<file path="src/rtl/pool_window_buffer_if.sv">
// Handshake bundle between the pixel source, the window former and the pooling stage.
// The slave side is the window former; the master side is its surrounding environment.
interface pool_window_buffer_if;
  logic       in_valid;
  logic       in_bit;
  logic       in_ready;
  logic       out_valid;
  logic       out_ready;
  logic [3:0] pool_out;
  logic       frame_done;

  modport master (
    output in_valid, in_bit, out_ready,
    input  in_ready, out_valid, pool_out, frame_done
  );

  modport slave (
    input  in_valid, in_bit, out_ready,
    output in_ready, out_valid, pool_out, frame_done
  );
endinterface

</file>
<file path="src/rtl/pool_window_buffer.sv">
// Streaming 2x2 stride-2 window former: buffers the even row of each row pair and
// emits one 4-bit window per odd-row odd-column pixel to the binarized max-pool stage.
module pool_window_buffer #(
  parameter int unsigned IMG_W = 8,
  parameter int unsigned IMG_H = 8
) (
  input  logic                 clk,
  input  logic                 rst,
  pool_window_buffer_if.slave  bus
);

  localparam int unsigned CW = (IMG_W > 2) ? $clog2(IMG_W) : 1;
  localparam int unsigned RW = (IMG_H > 2) ? $clog2(IMG_H) : 1;

  typedef enum logic {
    EVEN_ROW = 1'b0,
    ODD_ROW  = 1'b1
  } phase_e;

  phase_e           state_q, state_d;
  logic [CW-1:0]    col_q, col_d;
  logic [RW-1:0]    row_q, row_d;
  logic [IMG_W-1:0] lb_q, lb_d;
  logic             left_q, left_d;
  logic             out_valid_q, out_valid_d;
  logic             frame_done_q, frame_done_d;
  logic [3:0]       pool_q, pool_d;

  logic             in_ready;
  logic             accept;
  logic             col_last;
  logic             row_last;

  // No skid buffer: a new pixel may enter only if the output slot is free or draining.
  assign in_ready = !out_valid_q || bus.out_ready;
  assign accept   = bus.in_valid && in_ready;
  assign col_last = (col_q == CW'(IMG_W - 1));
  assign row_last = (row_q == RW'(IMG_H - 1));

  assign bus.in_ready   = in_ready;
  assign bus.out_valid  = out_valid_q;
  assign bus.pool_out   = pool_q;
  assign bus.frame_done = frame_done_q;

  always_comb begin
    state_d      = state_q;
    col_d        = col_q;
    row_d        = row_q;
    lb_d         = lb_q;
    left_d       = left_q;
    out_valid_d  = out_valid_q && !bus.out_ready;
    pool_d       = pool_q;
    frame_done_d = 1'b0;

    if (accept) begin
      col_d = col_last ? '0 : CW'(col_q + CW'(1));
      if (col_last) begin
        row_d   = row_last ? '0 : RW'(row_q + RW'(1));
        state_d = (state_q == EVEN_ROW) ? ODD_ROW : EVEN_ROW;
      end

      case (state_q)
        EVEN_ROW: lb_d[col_q] = bus.in_bit;
        ODD_ROW: begin
          if (!col_q[0]) begin
            left_d = bus.in_bit;
          end else begin
            // Bottom-right pixel completes the window; it may replace one draining this cycle.
            out_valid_d  = 1'b1;
            pool_d       = {bus.in_bit, left_q, lb_q[col_q], lb_q[CW'(col_q - CW'(1))]};
            frame_done_d = row_last && col_last;
          end
        end
        default: ;
      endcase
    end
  end

  always_ff @(posedge clk) begin
    if (rst) begin
      state_q      <= EVEN_ROW;
      col_q        <= '0;
      row_q        <= '0;
      left_q       <= 1'b0;
      out_valid_q  <= 1'b0;
      frame_done_q <= 1'b0;
      pool_q       <= 4'b0000;
    end else begin
      state_q      <= state_d;
      col_q        <= col_d;
      row_q        <= row_d;
      left_q       <= left_d;
      out_valid_q  <= out_valid_d;
      frame_done_q <= frame_done_d;
      pool_q       <= pool_d;
    end
  end

  // Line buffer needs no reset: each entry is rewritten on the even row before use.
  always_ff @(posedge clk) begin
    lb_q <= lb_d;
  end

endmodule

</file>
<file path="src/flat_wrapper.sv">
// flat-port wrapper written by rule: the top's interface ports become plain ports
module pool_window_buffer_flat 
#(
  parameter int unsigned IMG_W = 8,
  parameter int unsigned IMG_H = 8
)
  (clk, rst, bus_in_valid, bus_in_bit, bus_out_ready, bus_in_ready, bus_out_valid, bus_pool_out, bus_frame_done);
  pool_window_buffer_if bus_i ();
  input  logic clk;
  input  logic rst;
  input wire logic [$bits(bus_i.in_valid)-1:0] bus_in_valid;
  input wire logic [$bits(bus_i.in_bit)-1:0] bus_in_bit;
  input wire logic [$bits(bus_i.out_ready)-1:0] bus_out_ready;
  output wire logic [$bits(bus_i.in_ready)-1:0] bus_in_ready;
  output wire logic [$bits(bus_i.out_valid)-1:0] bus_out_valid;
  output wire logic [$bits(bus_i.pool_out)-1:0] bus_pool_out;
  output wire logic [$bits(bus_i.frame_done)-1:0] bus_frame_done;
  assign bus_i.in_valid = bus_in_valid;
  assign bus_i.in_bit = bus_in_bit;
  assign bus_i.out_ready = bus_out_ready;
  assign bus_in_ready = bus_i.in_ready;
  assign bus_out_valid = bus_i.out_valid;
  assign bus_pool_out = bus_i.pool_out;
  assign bus_frame_done = bus_i.frame_done;
  pool_window_buffer #(.IMG_W(IMG_W), .IMG_H(IMG_H)) u_core (.clk(clk), .rst(rst), .bus(bus_i));
endmodule
</file>
<file path="config.mk">
export PLATFORM = sky130hd
export DESIGN_NAME = pool_window_buffer_flat
export DESIGN_NICKNAME = d
export VERILOG_FILES = /design/src/rtl/pool_window_buffer_if.sv /design/src/rtl/pool_window_buffer.sv /design/src/flat_wrapper.sv
export SDC_FILE = /design/constraint.sdc
export NUM_CORES = 1
export LEC_CHECK = 0
export CAP_MARGIN = 20
export CORE_MARGIN = 2
export CORE_UTILIZATION = 40
export CTS_CLUSTER_SIZE = 24
export DETAILED_ROUTE_END_ITERATION = 7
export PLACE_DENSITY = 0.69
export SYNTH_ARGS = -nofsm -noshare
export SYNTH_HDL_FRONTEND = slang
export SYNTH_SLANG_ARGS = --single-unit
export TNS_END_PERCENT = 30
</file>
<file path="constraint.sdc">
create_clock -name clk -period 2.2 [get_ports clk]
set_clock_uncertainty 0.1 [all_clocks]
set_input_delay 0.66 -clock clk [delete_from_list [all_inputs] [get_ports clk]]
set_output_delay 0.66 -clock clk [all_outputs]
set_load 0.03 [all_outputs]
</file>
==> flow_summary_export.csv, run 1 <==
group,metric,value,unit
sta,rsz0062_at_grt,"no",
clock_tree,cts_tree,"built",
floorplanning,dieArea,2890,um^2
final_layout,layout_commonest_cell,"dfxtp_1",
route,drc,0,
power,p_sw,0.149,mW
sta,finalSetupViolCount,0,
clock_tree,cts_root_buffer,"clkbuf_4",
worst_setup_path,reg2reg_from,"u_core.col_q[0]",
sta,min_period_over_period,98.6,%
placed_design,dp_hpwl,1270,um
logic_synthesis,synth.top_cells.by_area,"dfxtp_1 28%, edfxtp_1 24%, ha_1 6.3%",
clock_tree,clkLatencyLatePin,300,ps
logic_synthesis,syn_area_per_cell,10.8,um^2
grt,antenna_found_initial,0,
logic_synthesis,synthAdderAreaFrac,6.31,%
logic_synthesis,ys_ff_latch,22,
grt,grt_usage,13.4,%
route,wl_per_cell,11.9,um
final_layout,final_cell_area,1190,um^2
worst_setup_path,startpoint,"bus_out_ready",
floorplanning,pin_count,12,
sta,fmax,461,MHz
placed_design,post_dp_cell_area,1160,um^2
route,firstDrtPassIters,4,
final_layout,final_cell_mix,"14 x dfxtp_1, 13 x nor2_1, 10 x clkdlybuf4s50_1",
placed_design,portBuffers,11,
clock_tree,cts_buffers,3,
clock_tree,cts.sinks,22,
route,vias_per_cell,5.07,
clock_tree,path_clk_slew,110,ps
worst_setup_path,crit_path_max_fanout,4,
worst_setup_path,crit_type,"primary input to output pin",
floorplanning,fp.dieH,53.8,um
logic_synthesis,syn_nets,102,
sta,relSlewSlack,61.6,%
route,postRouteAntennaNets,0,
logic_synthesis,synth_xor_area_share,1.77,%
final_layout,fillers,221,
run,cap_viol_max_count,0,
outcome,outcome,"completed",
min_path,min_path_type,"flop to flop",
route,num_vias,710,
final_layout,final_cell_count_no_fill,140,
route,routed_wl,1660,um
final_layout,drive_above_1_share,17.3,%
logic_synthesis,yosysWarnings,0,
power,p_comb_share,8.2,%
min_path,min_from,"u_core.row_q[0]",
grt,grt_pass1_vias,616,
power,powerDensity,562,nW/um^2
sta,finalHoldViolations,0,
final_layout,nNetsFinal,121,
grt,grt_start_max_net_pins,15,
floorplanning,core,2410,um^2
logic_synthesis,synthMuxAreaShare,8.33,%
logic_synthesis,seq_area_frac_synth,52.5,%
logic_synthesis,syn_area,991,um^2
logic_synthesis,synth_compound_area_share,6.57,%
logic_synthesis,netlist_instances,92,
power,p_int,0.523,mW
sta,worstMarginPinSlew,573,ps
power,vdd.ir_drop.worst,0.000354,V
route,drtIter0Drc,13,
worst_setup_path,end_kind,"output pin",
power,p_seq_share,64.7,%
worst_setup_path,required,1440,ps
worst_setup_path,start_kind,"primary input",
power,clkPwrFrac,27.1,%
power,swShare,22.1,%
grt,grt_overflow,0,
logic_synthesis,synth_top_family_by_area,"simple AND/OR/NAND/NOR gates",
placed_design,place_congestion,0.787,
sta,maxSlewViolCount,0,
logic_synthesis,synth_cell_types,30,
floorplanning,die_w,53.8,um
logic_synthesis,yosys.area.top_type,"dfxtp_1",
worst_setup_path,arrival,1410,ps
power,p_leak,0.484,nW
logic_synthesis,synth-simple-area-share,20.6,%
clock_tree,postCtsHoldBufs,0,
placed_design,dp.cells,136,
final_layout,diodes,0,
final_layout,areaGrowthSynthToFinish,20.6,%
clock_tree,cts.path.max_buffers,2,
clock_tree,htree_num_levels,1,
floorplanning,initial_utilization,41.1,%
grt,grt_first_pass_wirelength,2690,um
logic_synthesis,synth_top_cell_area_share,28.3,%
floorplanning,fp-row-count,18,
sta,period_needed,2170,ps
-- synth_stat cells --
library cell	count
dfxtp_1	14
nor2_1	13
edfxtp_1	8
a21oi_1	7
nand2_1	7
mux2i_1	6
ha_1	5
or3_1	4
inv_1	3
nand2b_1	2
nand3_1	2
nor3_2	2
nor3b_1	2
a211oi_1	1
a211oi_2	1
buf_2	1
buf_4	1
buf_6	1
clkbuf_1	1
mux4_2	1
nand2_2	1
nand3_2	1
nand4_1	1
nand4_2	1
nor2b_1	1
nor3_1	1
o21ai_0	1
o21ai_1	1
xnor2_1	1
xor2_1	1
-- cell families after synthesis --
| logic type | count (synthesis) |
|---|---|
| xor+xnor | 2 |
| mux | 7 |
| flops | 22 |
| compound gates | 11 |
| fa+ha+maj | 5 |
| buf+inv | 7 |
| simple gates | 38 |
-- worst paths after layout --
path,cells after the start,endpoint,slack [ps]
max,3,bus_in_ready,30
min,2,u_core.row_q[0],380
max reg2reg,6,u_core.bus.pool_out[0],410
min reg2reg,2,u_core.row_q[0],380
-- critical path, stage by stage --
cell	delay, ps
clkdlybuf4s50_1	450
nand2b_4	130
buf_4	160
-- routing by layer --
metal	global-route usage, %	vias up	share of wire (%)
met5	0	-	0
met4	6.41	0	0
met3	3.61	0	6.2
met2	21.5	11	48
met1	16.5	339	46
li1	-	360	-
-- stage by stage --
step	power (mW)	setup TNS (ps)	setup WS, ps	hold WS, ps	util (%)
4_1_cts	0.679	0	22.5	389	49.6
5_1_grt	0.701	0	14.6	409	49.6
3_3_place_gp	0.498	-676	-93.1	366	48.2
6_report	0.672	0	31.6	382	49.6
2_1_floorplan	0.477	0	309	349	-
3_5_place_dp	0.499	-1110	-134	374	48.2
-- power groups by stage --
| stage | Clock, mW | Sequential (mW) | Combinational (mW) |
|---|---|---|---|
| detailed placement | 0 | 0.444 | 0.0547 |
| CTS | 0.189 | 0.435 | 0.0555 |
| global placement | 0 | 0.444 | 0.0541 |
| global route | 0.203 | 0.436 | 0.0617 |
| finish | 0.182 | 0.435 | 0.0552 |
| floorplan | 0 | 0.440 | 0.0372 |
-- layout make-up --
cell class                      instances  area (um^2)  share of cell area, %
Sequential cell                        22          520                   43.6
Multi-Input combinational cell         63          439                   36.8
Timing Repair Buffer                   18          160                   13.4
Tap cell                               30         37.5                   3.14
Clock buffer                            4         26.3                   2.20
Inverter                                3         11.3                  0.942
-- repair_timing --
action | CTS | global route
endpoints found under the setup margin | 1 | 0
setup buffers | 0 | 0
gates resized for setup | 1 | 0
endpoints found under the hold margin | 0 | 0
-- flip-flops by register name, indices dropped and copies added (netlist names) --
register               cells
u_core.row_q               3
u_core.lb_q                8
u_core.state_q             1
u_core.left_q              1
u_core.col_q               3
u_core.bus.frame_done      1
u_core.bus.out_valid       1
u_core.bus.pool_out        4
Note: power is estimated with default switching activity, not from simulation.
==> run 2: changes to the inputs <==
Settings changed: CORE_ASPECT_RATIO set to 1.1, CTS_BUF_LIST set to sky130_fd_sc_hd__clkbuf_8 sky130_fd_sc_hd__clkbuf_16, TNS_END_PERCENT 30 to 100.
==> run 2 against run 1 <==
  * Final cell count is 0.71% lower
  * Critical path depth stayed put
  * Highest routed layer unchanged
  * Total power is 21% higher
  * First-iteration DRC count is 38% higher
  * Critical path type unchanged
==> flow_summary_export.csv, run 2 (same netlist as run 1, synthesis figures left out) <==
group,metric,value,unit
placed_design,portBuffers,11,
route,wl_per_cell,12.2,um
grt,grt_usage,12.8,%
worst_setup_path,worst-r2r-cell-count,6,
worst_setup_path,crit_path_max_fanout,4,
floorplanning,die_w,51.5,um
floorplanning,dieArea,2890,um^2
sta,rsz0062_at_grt,"no",
worst_setup_path,start_kind,"primary input",
route,routed_wl,1690,um
clock_tree,cts_root_buffer,"clkbuf_8",
final_layout,regMostFlops,"u_core.lb_q",
sta,period_needed,2160,ps
grt,grt_start_max_net_pins,15,
placed_design,post_dp_cell_area,1150,um^2
sta,min_period_over_period,98.1,%
floorplanning,initial_utilization,43.1,%
sta,relSlewSlack,66.3,%
final_layout,areaGrowthSynthToFinish,24.2,%
worst_setup_path,end_kind,"output pin",
final_layout,largest_reg_flops,8,
power,powerDensity,658,nW/um^2
route,drtIter0Drc,18,
min_path,min_path_cells,2,
worst_setup_path,cp_slowest_cell,"clkdlybuf4s50_1",
final_layout,final_cell_mix,"14 x dfxtp_1, 13 x nor2_1, 10 x clkdlybuf4s50_1",
outcome,outcome,"completed",
route,num_vias,699,
final_layout,final_cell_area,1230,um^2
grt,antenna_found_initial,0,
route,drc,0,
worst_setup_path,reg2reg_setup_slack,380,ps
grt,met3_usage,3.76,%
min_path,min_to,"u_core.row_q[0]",
grt,grt_overflow,0,
clock_tree,htree_num_levels,1,
floorplanning,pin_count,12,
route,firstDrtPassIters,4,
placed_design,place_congestion,0.745,
final_layout,drive_above_1_share,17.4,%
route,postRouteAntennaNets,0,
grt,met1_usage,16.8,%
grt,busiest_layer,"met2",
grt,grt_pass1_vias,656,
sta,maxSlewViolCount,0,
grt,grt_first_pass_wirelength,2850,um
min_path,min_path_type,"flop to flop",
power,total_power,0.811,mW
final_layout,nNetsFinal,120,
route,vias_per_cell,5.03,
clock_tree,cts_tree,"built",
clock_tree,path_clk_slew,80,ps
worst_setup_path,crit_chain,"clkdlybuf4s50_1 > nand2b_4 > buf_6",
power,vdd.ir_drop.worst,0.000509,V
floorplanning,fp-row-count,18,
clock_tree,postCtsHoldBufs,0,
final_layout,diodes,0,
floorplanning,core,2300,um^2
worst_setup_path,cpPeakStageDelay,460,ps
sta,finalHoldViolations,0,
final_layout,fillers,215,
worst_setup_path,arrival,1400,ps
sta,finalSetupViolCount,0,
clock_tree,cts.path.max_buffers,2,
floorplanning,fp.dieH,56.2,um
power,p_leak,0.500,nW
run,cap_viol_max_count,0,
clock_tree,cts.sinks,22,
worst_setup_path,crit_type,"primary input to output pin",
clock_tree,clkLatencyLatePin,250,ps
final_layout,layout_commonest_cell,"dfxtp_1",
clock_tree,cts_buffers,3,
sta,worstMarginPinSlew,504,ps
grt,groute.layer.met2.usage,20.9,%
min_path,min_from,"u_core.row_q[0]",
worst_setup_path,r2r-end,"u_core.bus.pool_out[0]",
sta,fmax,463,MHz
placed_design,dp_hpwl,1310,um
worst_setup_path,required,1440,ps
worst_setup_path,reg2reg_from,"u_core.col_q[0]",
run 2: through the flow:
stage	hold WS [ps]	utilization, %	worst slack [ps]	cells	setup TNS (ps)
global placement	364	50.2	-88.2	135	-710
finish	385	53.6	41.9	139	0
global route	414	53.6	12.4	139	0
floorplan	349	-	309	92	0
CTS	387	53.4	14.1	139	0
detailed placement	378	50.2	-128	135	-1210
run 2: metal layers:
layer	wire [um]	vias to the layer above
li1	-	356
met2	844	9
met3	56	0
met1	791	334
met4	0	0
met5	0	-
run 2: worst max-delay path by stage:
stage,startpoint,cells past startpoint,to,slack [ps]
after floorplan,bus_out_ready,5,u_core.lb_q[1],310
after global placement,bus_out_ready,5,u_core.lb_q[0],-90
after detailed placement,bus_out_ready,5,u_core.lb_q[0],-130
after CTS,bus_out_ready,3,bus_in_ready,10
after global routing,bus_out_ready,3,bus_in_ready,10
final,bus_out_ready,3,bus_in_ready,40
run 2: report_power, final:
group | switching [mW] | internal [mW]
clock network | 0.124 | 0.197
registers | 0.00814 | 0.427
logic | 0.0289 | 0.0261
run 2: area by class of cell:
class | instances | area (um^2) | share of cell area (%)
flip-flops and latches | 22 | 520 | 42.3
multi-input cells | 63 | 439 | 35.7
repair buffers | 17 | 156 | 12.7
clock buffers | 4 | 66.3 | 5.39
well taps | 30 | 37.5 | 3.05
inverters | 3 | 11.3 | 0.915
run 2: timing repair:
item | in CTS | in global routing
buffers inserted | 0 | 0
setup endpoints to repair | 1 | 1
resized for setup | 1 | 1
cloned | 0 | 0
run 2: worst max-delay path: cells and delay by family:
kind	cells	cell delay [ps]
buf+inv	2	590
simple gates	1	140
==> run 3: changes to the inputs <==
Settings changed: MAX_ROUTING_LAYER set to met4.
==> results of run 3 <==
No change in the layout: final DEF, timing and power equal those of run 2.
Main changes from that run: final weighted congestion in routability-driven placement 0.745 -> 0.754; wire length of the first global-routing pass 2850 um -> 2840 um; overall routing resource usage 12.8% -> 13.1%; met1 usage 16.8% -> 16.1%; met2 usage 20.9% -> 21.2%
